### src/rtl/pc_sequencer.sv
// Program-counter sequencer: fetches one instruction word, holds it for a
// single EXEC cycle, then selects the next pc (sequential, branch, jump, jr).
module pc_sequencer #(
    parameter logic [31:0] RESET_PC = 32'h0000_0000
) (
    input  logic        clk,
    input  logic        rst,
    output logic        imem_req,
    output logic [31:0] imem_addr,
    input  logic        imem_ready,
    input  logic [31:0] imem_data,
    output logic [31:0] inst,
    output logic        inst_valid,
    output logic [31:0] pc,
    input  logic        halted,
    input  logic        branch,
    input  logic        jump,
    input  logic        jump_register,
    input  logic [31:0] rs_data,
    output logic        halt_done,
    output logic        misaligned,
    output logic [31:0] retired,
    output logic [1:0]  state_dbg
);

    typedef enum logic [1:0] {
        S_FETCH  = 2'd0,
        S_WAIT   = 2'd1,
        S_EXEC   = 2'd2,
        S_HALTED = 2'd3
    } state_t;

    state_t      state;
    state_t      state_next;
    logic [31:0] pc4;
    logic [31:0] pc_target;
    logic        jr_bad;
    logic        fetching;

    // Fetch handshake: imem_req is raised with a stable imem_addr in FETCH/WAIT
    // and held until a cycle where imem_ready=1; that cycle's imem_data is taken.
    assign fetching  = (state == S_FETCH) || (state == S_WAIT);
    assign pc4       = pc + 32'd4;
    assign jr_bad    = jump_register && (rs_data[1:0] != 2'b00);
    assign imem_addr = pc;

    always_ff @(posedge clk or posedge rst) begin
        if (rst) begin
            state <= S_FETCH;
        end else begin
            state <= state_next;
        end
    end

    always_comb begin
        state_next = state;
        case (state)
            S_FETCH, S_WAIT: state_next = imem_ready ? S_EXEC : S_WAIT;
            S_EXEC:          state_next = (halted || jr_bad) ? S_HALTED : S_FETCH;
            S_HALTED:        state_next = S_HALTED;
            default:         state_next = S_FETCH;
        endcase
    end

    always_comb begin
        imem_req   = fetching && !rst;
        inst_valid = (state == S_EXEC);
        halt_done  = (state == S_HALTED);
        state_dbg  = state;
    end

    // Halt outranks every redirect; a bad jr target keeps pc on the offender.
    always_comb begin
        pc_target = pc4;
        if (halted) begin
            pc_target = pc;
        end else if (jump_register) begin
            pc_target = jr_bad ? pc : rs_data;
        end else if (jump) begin
            pc_target = {pc4[31:28], inst[25:0], 2'b00};
        end else if (branch) begin
            pc_target = pc4 + {{14{inst[15]}}, inst[15:0], 2'b00};
        end
    end

    always_ff @(posedge clk or posedge rst) begin
        if (rst) begin
            pc         <= RESET_PC;
            inst       <= 32'h0;
            retired    <= 32'h0;
            misaligned <= 1'b0;
        end else begin
            if (fetching && imem_ready) begin
                inst <= imem_data;
            end
            if (state == S_EXEC) begin
                pc      <= pc_target;
                retired <= retired + 32'd1;
                if (!halted && jr_bad) begin
                    misaligned <= 1'b1;
                end
            end
        end
    end

endmodule
### config.mk
export PLATFORM = sky130hd
export DESIGN_NAME = pc_sequencer
export DESIGN_NICKNAME = d
export VERILOG_FILES = /design/src/rtl/pc_sequencer.sv
export SDC_FILE = /design/constraint.sdc
export NUM_CORES = 1
export LEC_CHECK = 0
export ABC_AREA = 1
export BUFFER_PORTS_ARGS = -buffer_cell sky130_fd_sc_hd__buf_2
export CAP_MARGIN = 30
export CORE_MARGIN = 2
export CORE_UTILIZATION = 40
export CTS_CLUSTER_DIAMETER = 120
export DETAILED_ROUTE_END_ITERATION = 7
export PLACE_DENSITY = 0.7
export SLEW_MARGIN = 20
export SYNTH_ARGS = -nofsm -noshare
export SYNTH_HDL_FRONTEND = slang
export SYNTH_SLANG_ARGS = --single-unit
### constraint.sdc
create_clock -name clk -period 5.9 [get_ports clk]
set_input_delay 0.295 -clock clk [delete_from_list [all_inputs] [get_ports clk]]
set_output_delay 0.295 -clock clk [all_outputs]
set_load 0.005 [all_outputs]
==> results.sh, run 1 <==
export IMPL_r2r_end="imem_addr[23]"
export IMPL_io_buffers=204
export IMPL_post_route_period_util_pct=62.7
export IMPL_cts_buffers=9
export IMPL_critical_path_class="flop to flop"
export IMPL_grt_use_met1_pct=34.4
export IMPL_nNetsFinal=1623
export IMPL_fmax_mhz=270
export IMPL_timing_critical_path_buf_inv=3
export IMPL_ys_types=47
export IMPL_fp_dieW_um=150
export IMPL_boundaryPins=205
export IMPL_num_rows=53
export IMPL_p_int_mw=1.85
export IMPL_power_density_mw_per_mm2=350
export IMPL_synth_edff_count=0
export IMPL_crit_required_ns=6.14
export IMPL_hp_class="primary input to flop"
export IMPL_drc=0
export IMPL_worst_pin_slew_ns=0.936
export IMPL_path_cells="ha_1, nand3_2, inv_1, nand2_1, nor2_1, xor2_1, inv_1, ha_1, nand2_1, nor2_1, nand2_1, inv_1, nand3_1, nand4_1, nand3_1, nand2_1, nand2_1, nand2_1, nand2_1"
export IMPL_cap_violations=0
export IMPL_hold_start="imem_data[25]"
export IMPL_post_cts_setup_buffers=0
export IMPL_cts_tree="built"
export IMPL_grt_first_pass_wirelength_um=46100
export IMPL_syn_inst=1352
export IMPL_grtUsageTotal_pct=26.2
export IMPL_end_kind="flop"
export IMPL_grt_overflow=0
export IMPL_yosys_warnings=0
export IMPL_power_switching_mw=1.64
export IMPL_slew_viol_final=0
export IMPL_rr_worst_depth=19
export IMPL_dpl_cell_area_mm2=0.00961
export IMPL_cp_data_arrival_time_ns=3.95
export IMPL_avgRoutedWirePerCell_um=16.4
export IMPL_ctsHoldBuffers=1
export IMPL_swShare_pct=47.0
export IMPL_cp_max_fo=8
export IMPL_status="finished clean"
export IMPL_synth_avg_cell_area_um2=6.34
export IMPL_antenna_left=0
export IMPL_ys_ff_latch=99
export IMPL_hold_viol_final=0
export IMPL_antenna_found_initial=0
export IMPL_ctsResizeCount=0
export IMPL_min_path_cells=3
export IMPL_grt_pass1_vias=8681
export IMPL_coreArea_mm2=0.0210
export IMPL_final_fill_count=2179
export IMPL_via_per_inst=5.08
export IMPL_slowest_stage="dfrtp_1"
export IMPL_ys_async_sr_fraction_pct=100
export IMPL_synth_area_mm2=0.00858
export IMPL_cpMostUsedCell="nand2_1"
export IMPL_stdcell_area_mm2=0.0100
export IMPL_met3_usage_pct=5.06
export IMPL_root_buffer="clkbuf_16"
export IMPL_start_util_pct=40.8
export IMPL_setup_violations=0
export IMPL_clkSlewWorstSetupHoldPaths_ns=0.07
export IMPL_rsz0062_at_grt="false"
export IMPL_top_usage_layer="met2"
export IMPL_postRouteWirelength_um=29400
export IMPL_gp_congestion=1.03
export IMPL_max_stage_delay_ns=0.53
export IMPL_clockPowerShare_pct=18.6
export IMPL_detail_route_first_pass_iterations=5
export IMPL_fin_hold_ws_ns=0.134
export IMPL_post_place_ws_ns=2.33
export IMPL_clockBufferDepth=2
export IMPL_fin_setup_tns_ns=0
export IMPL_die_area_mm2=0.0226
export IMPL_clock_sinks=99
export IMPL_grtUsageMet2_pct=42.6
export IMPL_seq_area_frac_synth_pct=28.9
export IMPL_maxSlewHeadroom_pct=37.3
export IMPL_hpwl_um=23500
export IMPL_die_h_um=150
export IMPL_ys_flop_type="dfrtp_1"
export IMPL_peakVddDrop_uv=155
export IMPL_synth_fp_nets=1462
export IMPL_drive_above_1_share_pct=18.2
export IMPL_cts_max_level=3
export IMPL_syn_to_final_growth_pct=16.6
export IMPL_drt_initial_drc_count=619
export IMPL_cp_top_family="simple AND/OR/NAND/NOR gates"
export IMPL_worstReg2RegStart="imem_addr[3]"
export IMPL_r2r_slack_ns=2.20
export IMPL_diodes=0
export IMPL_min_period_ns=3.70
export IMPL_whs_endpoint="inst[25]"
export IMPL_startpoint_type="flop"
export IMPL_via_count=9103
export IMPL_p_leak_nw=5.72
export IMPL_grt_max_degree=72
export IMPL_setup_slack_ns=2.20
export IMPL_pwr_share_seq_pct=30.5
export IMPL_skew_ns=0.00838
export IMPL_clk_latency_ns=0.36
export IMPL_pwr_share_comb_pct=50.9
## cells in the mapped netlist (5+ instances only)
master,n,area [um^2]
a21oi_1,59,295
buf_2,5,25.0
buf_4,33,248
clkbuf_1,19,71.3
dfrtp_1,99,2480
ha_1,38,475
inv_1,181,679
nand2_1,506,1900
nand2_2,12,75.1
nand3_1,71,355
nand4_1,16,100
nor2_1,145,544
nor2_2,9,56.3
nor2_4,8,90.1
nor3_1,11,55.1
o211ai_1,6,45.0
o21ai_0,25,125
o21ai_1,6,30.0
o21bai_1,7,52.6
xnor2_1,17,149
xor2_1,33,289
## through the flow
step / instances / utilization (%) / total power, mW
6_report: 1793 / 47.6 / 3.50
5_1_grt: 1793 / 47.6 / 3.79
4_1_cts: 1790 / 47.2 / 3.46
3_5_place_dp: 1773 / 45.7 / 2.80
3_3_place_gp: 1772 / 45.6 / 2.79
2_1_floorplan: 1352 / - / 2.22
## cells in the final DEF (no fill, tap or decap), types with 3 or more instances in the layout
master,n
a21oi_1,59
a31oi_1,3
and2_1,3
buf_16,3
buf_2,204
clkbuf_16,9
dfrtp_1,99
ha_1,38
inv_1,180
inv_6,3
nand2_1,506
nand2_2,12
nand3_1,71
nand3_2,3
nand3b_1,3
nand4_1,16
nor2_1,144
nor2_2,10
nor2_4,8
nor3_1,11
nor3_2,3
nor4_1,3
o211ai_1,6
o21ai_0,25
o21ai_1,6
o21bai_1,7
xnor2_1,17
xor2_1,33
## registers in the layout, indices dropped and copies added, names as in the netlist
name / count
state_dbg: 2
misaligned: 1
imem_addr: 32
inst: 32
retired: 32
## routing by layer
metal,up-vias,wire (um),part of all wire [%]
met2,356,13600,46
met5,-,0,0
met1,4202,12400,42
met3,77,2120,7.2
met4,0,1200,4.1
li1,4468,-,-
## tightest hold or removal path: stages
cell and delay [ns]:
buf_2 0.07, nand2_1 0.04, nand2_1 0.05
## cell families (layout without fill, tap and decap cells)
group / after synthesis / after routing / synth area share [%]
fa+ha+maj: 39 / 39 / 5.78
simple gates: 803 / 803 / 39.8
flops: 99 / 99 / 28.9
compound gates: 112 / 112 / 7.22
xor+xnor: 53 / 53 / 5.67
buf+inv: 246 / 412 / 12.6
## power by group through the flow
stage | Clock, mW | Sequential, mW | Combinational (mW)
after detailed placement | 0 | 1.08 | 1.72
final | 0.652 | 1.07 | 1.78
after global placement | 0 | 1.07 | 1.71
after floorplan | 0 | 1.00 | 1.22
after CTS | 0.659 | 1.07 | 1.73
after global routing | 0.688 | 1.08 | 2.02
## final cells by class
type | instances | area, um^2 | area share, %
clock buffer | 11 | 233 | 2.33
tap | 275 | 344 | 3.44
sequential | 99 | 2480 | 24.8
timing repair buffer | 211 | 1140 | 11.4
clock inverter | 5 | 82.6 | 0.826
multi-input combinational | 1007 | 5020 | 50.2
inverter | 185 | 703 | 7.03
## how the worst max path moves through the flow
stage                 start       endpoint  slack [ns]  cells after the start
5_1_grt        imem_addr[3]  imem_addr[23]        1.92                     19
3_3_place_gp   imem_addr[3]  imem_addr[23]        2.31                     19
4_1_cts        imem_addr[2]  imem_addr[23]        2.28                     19
6_report       imem_addr[3]  imem_addr[23]        2.20                     19
2_1_floorplan           rst   imem_addr[0]        3.01                      1
3_5_place_dp   imem_addr[2]  imem_addr[23]        2.33                     19
(Power assumes the default switching activity.)
==> run 2, diff against run 1 <==
Clock period 5.9 ns to 3.8 ns, I/O delays scaled along.
==> run 2 against run 1 <==
  * Non-clock buffer count rose by 5
  * Maximum frequency increased by 8.3%
  * Sequential power grew 53%
  * Critical path depth is the same
  * Die area is the same
  * Clock power rose by 49%
  * Sequential share of layout area is 0.062 points higher
  * Register-to-register slack got worse by 1.8 ns
  * Critical endpoint is now imem_addr[25]
  * Largest power group unchanged
  * Highest routed layer unchanged
==> results.sh, run 2 (synthesized netlist as in run 1, its figures left out) <==
export IMPL_coreArea_mm2=0.0210
export IMPL_start_util_pct=40.8
export IMPL_via_per_inst=5.01
export IMPL_drc=0
export IMPL_grtUsageTotal_pct=26.3
export IMPL_cts_tree="built"
export IMPL_die_h_um=150
export IMPL_cts_max_level=3
export IMPL_worst_pin_slew_ns=0.836
export IMPL_grt_max_degree=58
export IMPL_power_density_mw_per_mm2=538
export IMPL_syn_to_final_growth_pct=16.3
export IMPL_cpMostUsedCell="nand2_1"
export IMPL_crit_required_ns=4.04
export IMPL_path_cells="ha_1, nand3_2, inv_1, nand2_1, nor2_1, xor2_1, inv_1, ha_1, nand2_1, nor2_1, nand2_1, nor2_1, nand2_1, nand4_1, nand3_1, nand2_1, nand2_1, nand2_1, nand2_1"
export IMPL_cp_data_arrival_time_ns=3.66
export IMPL_grt_first_pass_wirelength_um=46100
export IMPL_min_period_ns=3.42
export IMPL_layout_common_cells="506 x nand2_1, 204 x buf_2, 180 x inv_1, 144 x nor2_1, 99 x dfrtp_1"
export IMPL_ctsResizeCount=0
export IMPL_post_route_period_util_pct=89.9
export IMPL_finalNonFillerCells=1798
export IMPL_avgRoutedWirePerCell_um=16.2
export IMPL_drive_above_1_share_pct=18.6
export IMPL_diodes=0
export IMPL_nNetsFinal=1628
export IMPL_max_stage_delay_ns=0.50
export IMPL_fin_setup_tns_ns=0
export IMPL_post_cts_setup_buffers=0
export IMPL_boundaryPins=205
export IMPL_slew_viol_final=0
export IMPL_fp_dieW_um=150
export IMPL_swShare_pct=47.1
export IMPL_timing_critical_path_buf_inv=2
export IMPL_end_kind="flop"
export IMPL_startpoint_type="flop"
export IMPL_power_switching_mw=2.53
export IMPL_cp_top_family="simple AND/OR/NAND/NOR gates"
export IMPL_slowest_stage="dfrtp_1"
export IMPL_final_common_cell="nand2_1"
export IMPL_skew_ns=0.0105
export IMPL_clockPowerShare_pct=18.1
export IMPL_pwr_share_seq_pct=30.7
export IMPL_cts_buffers=9
export IMPL_status="finished clean"
export IMPL_detail_route_first_pass_iterations=5
export IMPL_hp_class="primary input to flop"
export IMPL_antenna_left=0
export IMPL_num_rows=53
export IMPL_peakVddDrop_uv=245
export IMPL_pwr_share_comb_pct=51.2
export IMPL_p_leak_nw=5.72
export IMPL_clkSlewWorstSetupHoldPaths_ns=0.08
export IMPL_clk_latency_ns=0.36
export IMPL_io_buffers=204
export IMPL_hold_viol_final=0
export IMPL_rsz0062_at_grt="false"
export IMPL_grt_overflow=0
export IMPL_final_fill_count=2204
export IMPL_cp_max_fo=8
export IMPL_clockBufferDepth=2
export IMPL_fmax_mhz=293
export IMPL_setup_violations=0
export IMPL_root_buffer="clkbuf_16"
export IMPL_hpwl_um=23700
export IMPL_via_count=9009
export IMPL_grt_pass1_vias=8519
export IMPL_clock_sinks=99
export IMPL_post_place_ws_ns=0.443
export IMPL_antenna_found_initial=1
export IMPL_ctsHoldBuffers=1
export IMPL_gp_congestion=0.977
export IMPL_maxSlewHeadroom_pct=44.2
export IMPL_cap_violations=0
export IMPL_dp_cells=1780
export IMPL_die_area_mm2=0.0226
export IMPL_p_int_mw=2.84
export IMPL_postRouteWirelength_um=29100
export IMPL_critical_path_class="flop to flop"
export IMPL_setup_slack_ns=0.383
export IMPL_drt_initial_drc_count=657
run 2: metrics by stage:
step	utilization [%]	cell area (um^2)	hold slack, ns	power, mW
after CTS	47.4	9960	0.0221	5.35
after global placement	45.8	9640	0.107	4.34
final	47.5	9980	0.0321	5.36
after global routing	47.5	9980	0.0326	5.81
after floorplan	-	8580	0.288	3.44
after detailed placement	45.8	9640	0.111	4.37
run 2: path summary, 6_finish.rpt:
path / from / endpoint / slack [ns] / cells after the start
min in group asynchronous: rst / state_dbg[0] / 0.30 / 3
min: imem_data[27] / inst[27] / 0.03 / 3
max: imem_addr[3] / imem_addr[25] / 0.38 / 19
max reg2reg: imem_addr[3] / imem_addr[25] / 0.38 / 19
min reg2reg: inst[28] / inst[28] / 0.47 / 2
max in group asynchronous: rst / imem_addr[27] / 2.53 / 4
run 2: metal layers:
metal / part of all wire [%] / GRT usage (%)
met1: 43 / 35.1
met2: 47 / 43.2
met3: 7.1 / 5.18
met4: 3.0 / 7.31
met5: 0 / 0
run 2: worst reg2reg max path, cell delays in order (launching register included):
cell and delay [ns]:
dfrtp_1 0.50, ha_1 0.25, nand3_2 0.17, inv_1 0.15, nand2_1 0.11, nor2_1 0.15, xor2_1 0.20, inv_1 0.07
ha_1 0.39, nand2_1 0.15, nor2_1 0.28, nand2_1 0.12, nor2_1 0.11, nand2_1 0.09, nand4_1 0.12, nand3_1 0.13
nand2_1 0.12, nand2_1 0.08, nand2_1 0.07, nand2_1 0.05
run 2: cell type report:
class	count	area, um^2	share of cell area, %
clock inverter	4	56.3	0.564
inverter	185	703	7.05
multi-input combinational	1007	5020	50.3
sequential	99	2480	24.8
tap	275	344	3.45
timing repair buffer	216	1120	11.2
clock buffer	12	256	2.57
run 2: power groups by stage:
stage,Combinational [mW],Sequential (mW),Clock (mW)
3_3_place_gp,2.70,1.64,0
3_5_place_dp,2.72,1.65,0
2_1_floorplan,1.89,1.55,0
5_1_grt,3.10,1.67,1.04
6_report,2.75,1.64,0.971
4_1_cts,2.73,1.63,0.988
